### config.mk
export PLATFORM = sky130hd
export DESIGN_NAME = flow_dispatch
export DESIGN_NICKNAME = d
export VERILOG_FILES = /design/src/rtl/flow_dispatch_pkg.sv /design/src/rtl/flow_fifo.sv /design/src/rtl/flow_dispatch.sv
export SDC_FILE = /design/constraint.sdc
export NUM_CORES = 1
export LEC_CHECK = 0
export ABC_AREA = 1
export CAP_MARGIN = 20
export CELL_PAD_IN_SITES_DETAIL_PLACEMENT = 0
export CELL_PAD_IN_SITES_GLOBAL_PLACEMENT = 1
export CORE_ASPECT_RATIO = 1.2
export CORE_UTILIZATION = 40
export CTS_CLUSTER_SIZE = 24
export DETAILED_ROUTE_END_ITERATION = 8
export PLACE_DENSITY = 0.78
export RECOVER_POWER = 50
export SETUP_SLACK_MARGIN = 0.4
export SLEW_MARGIN = 20
export SYNTH_ARGS = -nofsm -noshare
export SYNTH_HDL_FRONTEND = slang
export SYNTH_HIERARCHICAL = 1
export SYNTH_SLANG_ARGS = --single-unit
### constraint.sdc
create_clock -name CLK -period 3.8 [get_ports CLK]
set_input_delay 0.38 -clock CLK [delete_from_list [all_inputs] [get_ports CLK]]
set_output_delay 0.38 -clock CLK [all_outputs]
set_load 0.005 [all_outputs]
### src/rtl/flow_dispatch_pkg.sv
`default_nettype none
// +----------------------------------------------------------------------+
// | flow_dispatch_pkg                                                    |
// | FSM encodings and descriptor layout shared by the flow dispatcher.   |
// | Revision: 1.0                                                        |
// +----------------------------------------------------------------------+
package flow_dispatch_pkg;

  typedef enum logic [1:0] {
    ST_IDLE     = 2'd0,
    ST_ISSUE    = 2'd1,
    ST_WAIT_ACK = 2'd2
  } state_t;

  // A descriptor is {SA, SB, SC, IP} with SA in the MSBs; FLD_* give the
  // segment slot of each field counted from the LSB end.
  localparam int DESC_FIELDS = 4;
  localparam int FLD_SA      = 3;
  localparam int FLD_SB      = 2;
  localparam int FLD_SC      = 1;
  localparam int FLD_IP      = 0;

endpackage
`default_nettype wire

### src/rtl/flow_fifo.sv
`default_nettype none
// +----------------------------------------------------------------------+
// | flow_fifo                                                            |
// | DEPTH x WIDTH synchronous FIFO with push, pop, full, empty and count.|
// | Revision: 1.0                                                        |
// +----------------------------------------------------------------------+
module flow_fifo #(
  parameter int DEPTH = 4,
  parameter int WIDTH = 64
) (
  input  logic                         CLK,
  input  logic                         RESET,
  input  logic                         push,
  input  logic [WIDTH-1:0]             push_data,
  input  logic                         pop,
  output logic [WIDTH-1:0]             pop_data,
  output logic                         full,
  output logic                         empty,
  output logic [$clog2(DEPTH+1)-1:0]   count
);

  localparam int AW = $clog2(DEPTH);
  localparam int CW = $clog2(DEPTH+1);

  logic [WIDTH-1:0] mem [DEPTH];
  logic [AW-1:0]    wr_ptr;
  logic [AW-1:0]    rd_ptr;
  logic             do_push;
  logic             do_pop;

  // Ready depends only on full, so a pop in the same cycle never frees a slot early.
  assign do_push  = push && !full;
  assign do_pop   = pop && !empty;
  assign full     = (count == CW'(DEPTH));
  assign empty    = (count == '0);
  assign pop_data = mem[rd_ptr];

  always_ff @(posedge CLK) begin
    if (do_push) begin
      mem[wr_ptr] <= push_data;
    end
  end

  always_ff @(posedge CLK or negedge RESET) begin
    if (!RESET) begin
      wr_ptr <= '0;
      rd_ptr <= '0;
      count  <= '0;
    end else begin
      if (do_push) begin
        wr_ptr <= wr_ptr + AW'(1);
      end
      if (do_pop) begin
        rd_ptr <= rd_ptr + AW'(1);
      end
      count <= count + CW'(do_push) - CW'(do_pop);
    end
  end

endmodule
`default_nettype wire

### src/rtl/flow_dispatch.sv
`default_nettype none
// +----------------------------------------------------------------------+
// | flow_dispatch                                                        |
// | Queues flow descriptors and dispatches them round-robin to idle      |
// | slave cores. Optional acknowledge watchdog: FLOW_DISPATCH_WDOG_EN.   |
// | Revision: 1.0                                                        |
// +----------------------------------------------------------------------+
module flow_dispatch
  import flow_dispatch_pkg::*;
#(
  parameter int N_SLAVE  = 4,
  parameter int SEG_W    = 16,
  parameter int DEPTH    = 4,
  parameter int WDOG_CYC = 15
) (
  input  logic                         CLK,
  input  logic                         RESET,
  input  logic                         REQ_VALID,
  input  logic [SEG_W-1:0]             REQ_SA,
  input  logic [SEG_W-1:0]             REQ_SB,
  input  logic [SEG_W-1:0]             REQ_SC,
  input  logic [SEG_W-1:0]             REQ_IP,
  output logic                         REQ_READY,
  input  logic [N_SLAVE-1:0]           INT,
  output logic [N_SLAVE-1:0]           START_NEW_FLOW,
  output logic [SEG_W-1:0]             SA_M,
  output logic [SEG_W-1:0]             SB_M,
  output logic [SEG_W-1:0]             SC_M,
  output logic [SEG_W-1:0]             IP_M,
  output logic [N_SLAVE-1:0]           EN,
  output logic [$clog2(DEPTH+1)-1:0]   QUEUE_CNT,
  output logic                         BUSY,
  output logic                         ERR,
  output logic [$clog2(N_SLAVE)-1:0]   ERR_ID
);

  localparam int IW = $clog2(N_SLAVE);
  localparam int DW = DESC_FIELDS * SEG_W;

  state_t              state;
  logic [IW-1:0]       ptr;
  logic [IW-1:0]       target;
  logic [DW-1:0]       req_desc;
  logic [DW-1:0]       head;
  logic                fifo_full;
  logic                fifo_empty;
  logic                grant_found;
  logic [IW-1:0]       grant;
  logic                dispatch;
  logic                timeout;
  logic [N_SLAVE-1:0]  en_next;

  assign req_desc = {REQ_SA, REQ_SB, REQ_SC, REQ_IP};

  flow_fifo #(
    .DEPTH (DEPTH),
    .WIDTH (DW)
  ) u_fifo (
    .CLK       (CLK),
    .RESET     (RESET),
    .push      (REQ_VALID),
    .push_data (req_desc),
    .pop       (dispatch),
    .pop_data  (head),
    .full      (fifo_full),
    .empty     (fifo_empty),
    .count     (QUEUE_CNT)
  );

  assign REQ_READY = !fifo_full;
  assign BUSY      = !fifo_empty || (state != ST_IDLE);

  // First idle slave at or after the pointer, wrapping past N_SLAVE-1.
  always_comb begin
    grant_found = 1'b0;
    grant       = '0;
    for (int k = 0; k < N_SLAVE; k++) begin
      if (!grant_found && INT[(int'(ptr) + k) % N_SLAVE]) begin
        grant_found = 1'b1;
        grant       = IW'((int'(ptr) + k) % N_SLAVE);
      end
    end
  end

  assign dispatch = (state == ST_IDLE) && !fifo_empty && grant_found;

  // A core keeps its clock while busy or while it is the outstanding target.
  always_comb begin
    en_next = '0;
    for (int i = 0; i < N_SLAVE; i++) begin
      en_next[i] = EN[i] && (!INT[i] || ((state != ST_IDLE) && (target == IW'(i))));
      if (dispatch && (grant == IW'(i))) begin
        en_next[i] = 1'b1;
      end
      if (timeout && (target == IW'(i))) begin
        en_next[i] = 1'b0;
      end
    end
  end

  always_ff @(posedge CLK or negedge RESET) begin
    if (!RESET) begin
      state          <= ST_IDLE;
      ptr            <= '0;
      target         <= '0;
      START_NEW_FLOW <= '0;
      EN             <= '0;
      SA_M           <= '0;
      SB_M           <= '0;
      SC_M           <= '0;
      IP_M           <= '0;
    end else begin
      EN <= en_next;
      case (state)
        ST_IDLE: begin
          if (dispatch) begin
            state          <= ST_ISSUE;
            target         <= grant;
            START_NEW_FLOW <= {{(N_SLAVE-1){1'b0}}, 1'b1} << grant;
            SA_M           <= head[FLD_SA*SEG_W +: SEG_W];
            SB_M           <= head[FLD_SB*SEG_W +: SEG_W];
            SC_M           <= head[FLD_SC*SEG_W +: SEG_W];
            IP_M           <= head[FLD_IP*SEG_W +: SEG_W];
            ptr            <= (grant == IW'(N_SLAVE-1)) ? '0 : grant + IW'(1);
          end
        end
        ST_ISSUE: begin
          START_NEW_FLOW <= '0;
          state          <= ST_WAIT_ACK;
        end
        ST_WAIT_ACK: begin
          if (!INT[target] || timeout) begin
            state <= ST_IDLE;
          end
        end
        default: begin
          state          <= ST_IDLE;
          START_NEW_FLOW <= '0;
        end
      endcase
    end
  end

`ifdef FLOW_DISPATCH_WDOG_EN
  localparam int WCW = $clog2(WDOG_CYC+1);

  logic [WCW-1:0] wdog_cnt;
  logic           err_q;
  logic [IW-1:0]  err_id_q;

  // An acknowledge sampled on the expiry edge wins over the timeout.
  assign timeout = (state == ST_WAIT_ACK) && INT[target] &&
                   (wdog_cnt == WCW'(WDOG_CYC-1));

  always_ff @(posedge CLK or negedge RESET) begin
    if (!RESET) begin
      wdog_cnt <= '0;
      err_q    <= 1'b0;
      err_id_q <= '0;
    end else begin
      if (dispatch) begin
        wdog_cnt <= '0;
      end else if (state == ST_WAIT_ACK) begin
        wdog_cnt <= wdog_cnt + WCW'(1);
      end
      if (timeout) begin
        err_q    <= 1'b1;
        err_id_q <= target;
      end
    end
  end

  assign ERR    = err_q;
  assign ERR_ID = err_id_q;
`else
  logic unused_wdog_cyc;

  assign unused_wdog_cyc = (WDOG_CYC != 0);
  assign timeout         = 1'b0;
  assign ERR             = 1'b0;
  assign ERR_ID          = '0;
`endif

endmodule
`default_nettype wire

==> results of run 1 <==
[state kept, by name, indices dropped and copies added, names as in the netlist]
| name | count |
|---|---|
| EN | 4 |
| IP_M | 16 |
| SA_M | 16 |
| SB_M | 16 |
| SC_M | 16 |
| START_NEW_FLOW | 4 |
| ptr | 2 |
| state | 2 |
| target | 2 |
| u_fifo/count | 3 |
| u_fifo/mem | 256 |
| u_fifo/rd_ptr | 2 |
| u_fifo/wr_ptr | 2 |
[report_power, final]
| part | switching [W] | internal, W | total, W | leakage [nW] |
|---|---|---|---|---|
| clock | 0.00141 | 0.00207 | 0.00348 | 0.564 |
| sequential | 0.000356 | 0.00505 | 0.00541 | 3.41 |
| combinational | 0.00305 | 0.00173 | 0.00478 | 3.10 |
[layer usage]
layer / global-route usage / share of wire / up-vias
met1: 0.2005 / 0.42 / 4238
met4: 0.04836 / 0.021 / 6
li1: - / - / 4430
met5: 0 / 0.0012 / -
met3: 0.03308 / 0.047 / 48
met2: 0.2932 / 0.51 / 188
[logic make-up (layout without fill, tap and decap cells)]
logic type,count (synthesis),count (layout),share of synthesized area
compound gates,144,144,0.05246
fa+ha+maj,11,11,0.01049
buf+inv,162,326,0.05625
flops,341,341,0.7094
other cells,1,8,0.0002711
simple gates,616,616,0.1711
[cell usage after synthesis (all sizes together) (2+ instances only)]
cell and count:
edfxtp 256, a31oi 2, dfrtp 85, nand3 19, nand2 455, a21oi 4, ha 10, inv 101
nor2 140, clkbuf 19, o21ai 137, buf 42
[through the flow]
step	total power [W]	cells	setup TNS [ns]	cell area [um2]
after floorplan	0.008732	1277	-17.90	13840
after global routing	0.01474	1901	0	16900
after global placement	0.01035	1830	0	15700
after detailed placement	0.01044	1830	0	15700
final	0.01367	1902	0	16900
after CTS	0.01397	1897	0	16900
[area by class of cell]
type	count	area, um2
Clock inverter	20	191.4
Clock buffer	46	999.7
Multi-Input combinational cell	774	3284
Inverter	101	382.9
Antenna cell	5	12.51
Sequential cell	341	9818
Fill cell	3117	17170
Tap cell	456	570.5
Timing Repair Buffer	159	1642
[worst max-delay path by stage]
stage,from,slack (ns),to
finish,ptr[0],1.07,u_fifo/count[2]
global route,ptr[0],0.82,u_fifo/count[2]
CTS,ptr[0],1.07,u_fifo/count[2]
detailed placement,INT[1],0.92,u_fifo/count[2]
global placement,INT[1],0.91,u_fifo/count[2]
floorplan,u_fifo/count[1],-0.07,u_fifo/mem[0][0]
==> Flow_metrics.wiki, run 1 <==
{| class="wikitable"
! Metric !! Value
|-
| Outcome || finished, final reports clean
|-
| Avg Cell Area, Syn || about 11 um2
|-
| Reg2reg end || u_fifo/count[2]
|-
| Number of max-cap violations || 0
|-
| Starting Density || 0.4060
|-
| Final RePlAce weighted congestion || just over 0.8
|-
| Kind of end point of the critical path || flip-flop
|-
| Endpoints failing setup || 0
|-
| Number of global-route vias before repair || roughly 8700
|-
| Number of gates resized after cts || 0
|-
| Final setup skew || between 0.01 and 0.015 ns
|-
| # DRC || 0
|-
| Cell depth of the worst flop-to-flop path || 17
|-
| Required arrival time at the worst endpoint || around 4.3 ns
|-
| Critical path depth || 17
|-
| Post-Place Setup Slack || roughly 0.92 ns
|-
| Synthesis warning total || 6
|-
| Via density per instance || ~4.7
|-
| Share of synthesized area occupied by flip-flops and latches || 0.7094
|-
| Clock tree from TritonCTS || done
|-
| Max-slew violation total from the final report || 0
|-
| Buffering stage count on the worst path with inverters included || 4
|-
| Origin of the critical flop-to-flop path || ptr[0]
|-
| Number of synthesized flops with an enable pin || roughly 260
|-
| Post-CTS setup buffer count || 0
|-
| IR drop worst, VDD || between 0.5 and 0.6 mV
|-
| Smallest setup slack after layout || 1.066 ns
|-
| Master cell of the clock root buffer || sky130_fd_sc_hd__clkbuf_16
|-
| Area of the core || 0.03407 mm2
|-
| R2R setup slack || roughly 1.1 ns
|-
| Critical path class || reg2reg
|-
| DRC violation total after the first TritonRoute iteration || approximately 490
|-
| # rows || 74
|-
| Top library cells by usage in the layout, fill and taps aside || sky130_fd_sc_hd__nand2_1 (450), sky130_fd_sc_hd__edfxtp_1 (256), sky130_fd_sc_hd__nor2_1 (135), sky130_fd_sc_hd__dlygate4sd3_1 (100), sky130_fd_sc_hd__inv_1 (98)
|-
| Area Overhead vs Synth || 22.17%
|-
| Antenna Violating Nets Remaining || 0
|-
| Normalized max-slew margin || 0.09029
|-
| Commonest register cell after synthesis || sky130_fd_sc_hd__edfxtp_1
|-
| First-pass GRT wire length || around 45000 um
|-
| Area leader, netlist || sky130_fd_sc_hd__edfxtp_1
|-
| Maximum clock insertion buffer count || 3
|-
| Signal arrival time at the worst endpoint || between 3 and 4 ns
|-
| Placed wire-length estimate after detailed placement || about 16000 um
|-
| Post-CTS Hold Fix Bufs || 1
|-
| Critical path cell sequence || inv_1 > nand2_1 > nand2_1 > nand2_1 > nand2_2 > nor2_4 > nand3_2 > nand2_4 > clkinv_2 > nand2_1 > inv_1 > ha_1 > inv_1 > ha_1 > fa_1 > nand3b_1 > nand2_1
|-
| Post-detailed-route wirelength per cell || approximately 15 um
|-
| Ratio of cells with drive above 1 in the final layout || 0.05552
|-
| Overall routing resource usage || 0.1648
|-
| Share of the cycle needed by the critical path after routing || 0.7195
|-
| Number of clock sinks || around 340
|-
| Shortest clock period the worst path allows after layout || 2.734 ns
|-
| Tightest Hold Check Type || in2async
|-
| Cell with the biggest individual delay on the critical path || sky130_fd_sc_hd__dfrtp_1
|-
| Number of port buffers || 147
|-
| Maximum number of pins on one net before global-route repair || 195
|-
| Largest cells by area after synthesis || sky130_fd_sc_hd__edfxtp_1 (56%), sky130_fd_sc_hd__dfrtp_1 (15%), sky130_fd_sc_hd__nand2_1 (12%)
|-
| Vertical die dimension || 205.7 um
|-
| Largest incremental delay on the critical path || around 0.55 ns
|-
| I/O pin count || 151
|-
| Family with the most delay on the worst path || simple AND/OR/NAND/NOR gates
|-
| Number of H-tree branching levels || 2
|-
| Die width || around 170 um
|-
| Final core utilization || 0.4960
|-
| Cells after Synth || 1275
|-
| Post-synthesis async set-or-reset flop share || 0.2493
|-
| Pin slew with the least headroom to its limit || approximately 1.4 ns
|-
| Achievable clock frequency || 365.7 MHz
|-
| Residual overflow from global routing || 0
|-
| Total Die Area || roughly 0.035 mm2
|-
| Hold slack final || between 0.4 and 0.5 ns
|-
| Net count reported at finish || 1495
|-
| Antenna violations before repair || 9
|-
| Post-synthesis sequential element count || 341
|-
| RSZ-0062 raised after global routing || false
|-
| Later-pin clock latency in the skew report || around 0.53 ns
|-
| Yosys cell types || 26
|-
| Vias post-DR || a little under 9000
|-
| Combined area of all synthesized cells || ~0.014 mm2
|-
| Count of endpoints failing hold in the final timing report || 0
|-
| Critical Path Source Type || flip-flop
|-
| Post-detailed-routing wire length || 28230 um
|-
| Reg clk slew, reported paths || ~0.06 ns
|-
| Share of the synthesized area in the top cell type || 0.5557
|-
| 1st-pass router iterations || 4
|-
| Standby leakage power || 7.081 nW
|-
| Most common cell after layout, fill and taps aside || sky130_fd_sc_hd__nand2_1
|-
| Maximum fanout along the worst path || 12
|-
| CTS Buf Count || 36
|-
| Cell type with the highest occurrence count on the critical path || sky130_fd_sc_hd__nand2_1
|-
| Power Density || roughly 810 mW/mm2
|}
Note: power is estimated with default switching activity, not from simulation.
==> inputs of run 2 (changes only) <==
Settings changed: CORE_UTILIZATION 40 to 45, PLACE_DENSITY 0.78 to 0.83.
Clock period 3.8 ns to 2.6 ns, I/O delays scaled along.
==> run 2 against run 1 <==
Against the previous run:
- critical path depth unchanged
- non-clock buffer count increased by 26
- the run now ends with max-capacitance violations, max-slew violations left
- highest routed layer unchanged
- combinational power rose by 58%
- routed wire length increased by 2.6%
- final cell count is 2.3% lower
- sequential power grew 46%
- critical path type unchanged
- register-to-register slack worse by 0.86 ns
- design area rose by 0.90%
- largest power group unchanged
- core utilization increased by 7.3 points
==> Flow_metrics.wiki, run 2 (synthesis gave the netlist of run 1 again) <==
{| class="wikitable"
! Metric !! Value
|-
| Outcome || complete, but fails checks
|-
| Violations in the final reports || max-capacitance violations, max-slew violations
|-
| Number of max-cap violations || 1
|-
| # DRC || 0
|-
| # rows || 69
|-
| Maximum fanout along the worst path || 7
|-
| Required arrival time at the worst endpoint || 3.04 ns
|-
| Top library cells by usage in the layout, fill and taps aside || sky130_fd_sc_hd__nand2_1 (435), sky130_fd_sc_hd__edfxtp_1 (256), sky130_fd_sc_hd__nor2_1 (135), sky130_fd_sc_hd__dlygate4sd3_1 (100)
|-
| Pin slew with the least headroom to its limit || 2.057 ns
|-
| Most common cell after layout, fill and taps aside || sky130_fd_sc_hd__nand2_1
|-
| Starting Density || 0.4618
|-
| Endpoints failing setup || 0
|-
| Shortest clock period the worst path allows after layout || ~2.4 ns
|-
| Residual overflow from global routing || 0
|-
| Post-detailed-route wirelength per cell || between 15 and 20 um
|-
| Largest register FFs || 256
|-
| Reg clk slew, reported paths || roughly 0.060 ns
|-
| Placed wire-length estimate after detailed placement || around 17000 um
|-
| Vertical die dimension || roughly 190 um
|-
| Total negative slack for setup checks || 0 ns
|-
| Critical Path Start || ptr[0]
|-
| Share of the cycle needed by the critical path after routing || 0.9199
|-
| IR drop worst, VDD || between 0.7 and 0.8 mV
|-
| Ratio of cells with drive above 1 in the final layout || 0.08880
|-
| I/O pin count || roughly 150
|-
| Total Die Area || 0.03145 mm2
|-
| 1st-pass router iterations || 8
|-
| Number of clock sinks || around 340
|-
| Critical Path Source Type || flip-flop
|-
| Master cell of the clock root buffer || sky130_fd_sc_hd__clkbuf_16
|-
| Maximum number of pins on one net before global-route repair || 100
|-
| Final setup skew || ~0.012 ns
|-
| Tightest Hold Check Type || in2reg
|-
| Origin of the critical flop-to-flop path || ptr[0]
|-
| Number of global-route vias before repair || ~8700
|-
| First-pass GRT wire length || between 40000 and 50000 um
|-
| Number of port buffers || 147
|-
| Largest Register || u_fifo/mem
|-
| Clock tree from TritonCTS || done
|-
| RSZ-0062 raised after global routing || true
|-
| Area of the core || 0.02996 mm2
|-
| Standby leakage power || around 7.2 nW
|-
| Maximum clock insertion buffer count || 3
|-
| Fill cell total of the finished layout || 2454
|-
| Power Density || 1190 mW/mm2
|-
| Overall routing resource usage || 0.1897
|-
| Count of endpoints failing hold in the final timing report || 0
|-
| Start point of the worst hold path || REQ_VALID
|-
| Critical path class || reg2reg
|-
| Final RePlAce weighted congestion || roughly 0.85
|-
| Vias post-DR || about 9100
|-
| Kind of end point of the critical path || flip-flop
|-
| Die width || about 160 um
|-
| Antenna Violating Nets Remaining || 0
|-
| Post-detailed-routing wire length || around 29000 um
|-
| Post-Place Setup Slack || -0.09971 ns
|-
| Normalized max-slew margin || -0.3711
|-
| Area Overhead vs Synth || 23.27%
|-
| Later-pin clock latency in the skew report || 0.50 ns
|-
| Max-slew violation total from the final report || 32
|-
| Net count reported at finish || ~1500
|-
| Signal arrival time at the worst endpoint || between 2 and 3 ns
|-
| Via density per instance || approximately 5
|-
| Number of H-tree branching levels || 2
|-
| CTS Buf Count || 35
|-
| DRC violation total after the first TritonRoute iteration || 643
|-
| Antenna violations before repair || 7
|-
| Smallest setup slack after layout || around 0.21 ns
|-
| Achievable clock frequency || 418.1 MHz
|}
[run 2: where the power goes]
part	switching [W]	internal, W	total [W]
Clock	0.00193	0.00291	0.00484
Sequential	0.000530	0.00739	0.00792
Combinational	0.00471	0.00282	0.00753
[run 2: final timing paths]
path,depth (start not counted),slack [ns],end
max in group asynchronous,2,0.51,IP_M[15]
max,17,0.21,u_fifo/count[2]
min,3,0.41,u_fifo/wr_ptr[1]
min reg2reg,1,0.45,state[1]
max reg2reg,17,0.21,u_fifo/count[2]
min in group asynchronous,2,0.90,SB_M[5]
[run 2: metrics by stage]
step           total power (W)  hold slack, ns  cell area, um2    util  instances
6_report               0.02029          0.4079           17050  0.5693       1859
5_1_grt                0.02183          0.4059           17050  0.5691       1857
4_1_cts                0.02057          0.2994           17010  0.5676       1854
3_5_place_dp           0.01548          0.2555           15750  0.5257       1783
3_3_place_gp           0.01529          0.2516           15750  0.5257       1783
2_1_floorplan          0.01279        -0.03559           13880       -       1277
[run 2: per-layer routing]
| metal | part of all wire | global-route usage | vias to the layer above |
|---|---|---|---|
| met2 | 0.50 | 0.3295 | 223 |
| met5 | 0.00097 | 0 | - |
| met4 | 0.022 | 0.05940 | 6 |
| met1 | 0.42 | 0.2395 | 4300 |
| li1 | - | - | 4482 |
| met3 | 0.049 | 0.03380 | 48 |
[run 2: layout make-up]
type / instances / area, um2 / share of cell area
diodes: 5 / 12.51 / 0.0007337
clock buffers: 49 / 1011 / 0.05928
clock inverters: 14 / 120.1 / 0.007043
inverters: 101 / 386.6 / 0.02267
multi-input cells: 774 / 3388 / 0.1987
flip-flops and latches: 341 / 9821 / 0.5759
well taps: 390 / 488.0 / 0.02861
repair buffers: 185 / 1827 / 0.1071
[run 2: repair_timing]
| action | CTS | global route |
|---|---|---|
| hold endpoints to repair | 31 | 0 |
| pin swaps | 8 | 2 |
| gates resized for setup | 16 | 16 |
| hold buffers | 1 | 0 |
| gates cloned | 0 | 0 |
| setup buffers | 7 | 0 |
| endpoints found under the setup margin | 75 | 77 |
[run 2: critical path, cell delays in order (launching register included)]
cell and delay (ns):
sky130_fd_sc_hd__dfrtp_2 0.48, sky130_fd_sc_hd__buf_6 0.16, sky130_fd_sc_hd__nand2_2 0.06, sky130_fd_sc_hd__nand2_2 0.07, sky130_fd_sc_hd__nand2_2 0.08, sky130_fd_sc_hd__nand2_2 0.06, sky130_fd_sc_hd__nor2_4 0.09, sky130_fd_sc_hd__nand3_2 0.09
sky130_fd_sc_hd__nand2_4 0.08, sky130_fd_sc_hd__inv_4 0.04, sky130_fd_sc_hd__nand2_4 0.06, sky130_fd_sc_hd__inv_2 0.04, sky130_fd_sc_hd__ha_4 0.25, sky130_fd_sc_hd__inv_2 0.04, sky130_fd_sc_hd__ha_4 0.15, sky130_fd_sc_hd__fa_2 0.34
sky130_fd_sc_hd__nand3b_1 0.17, sky130_fd_sc_hd__nand2_1 0.07
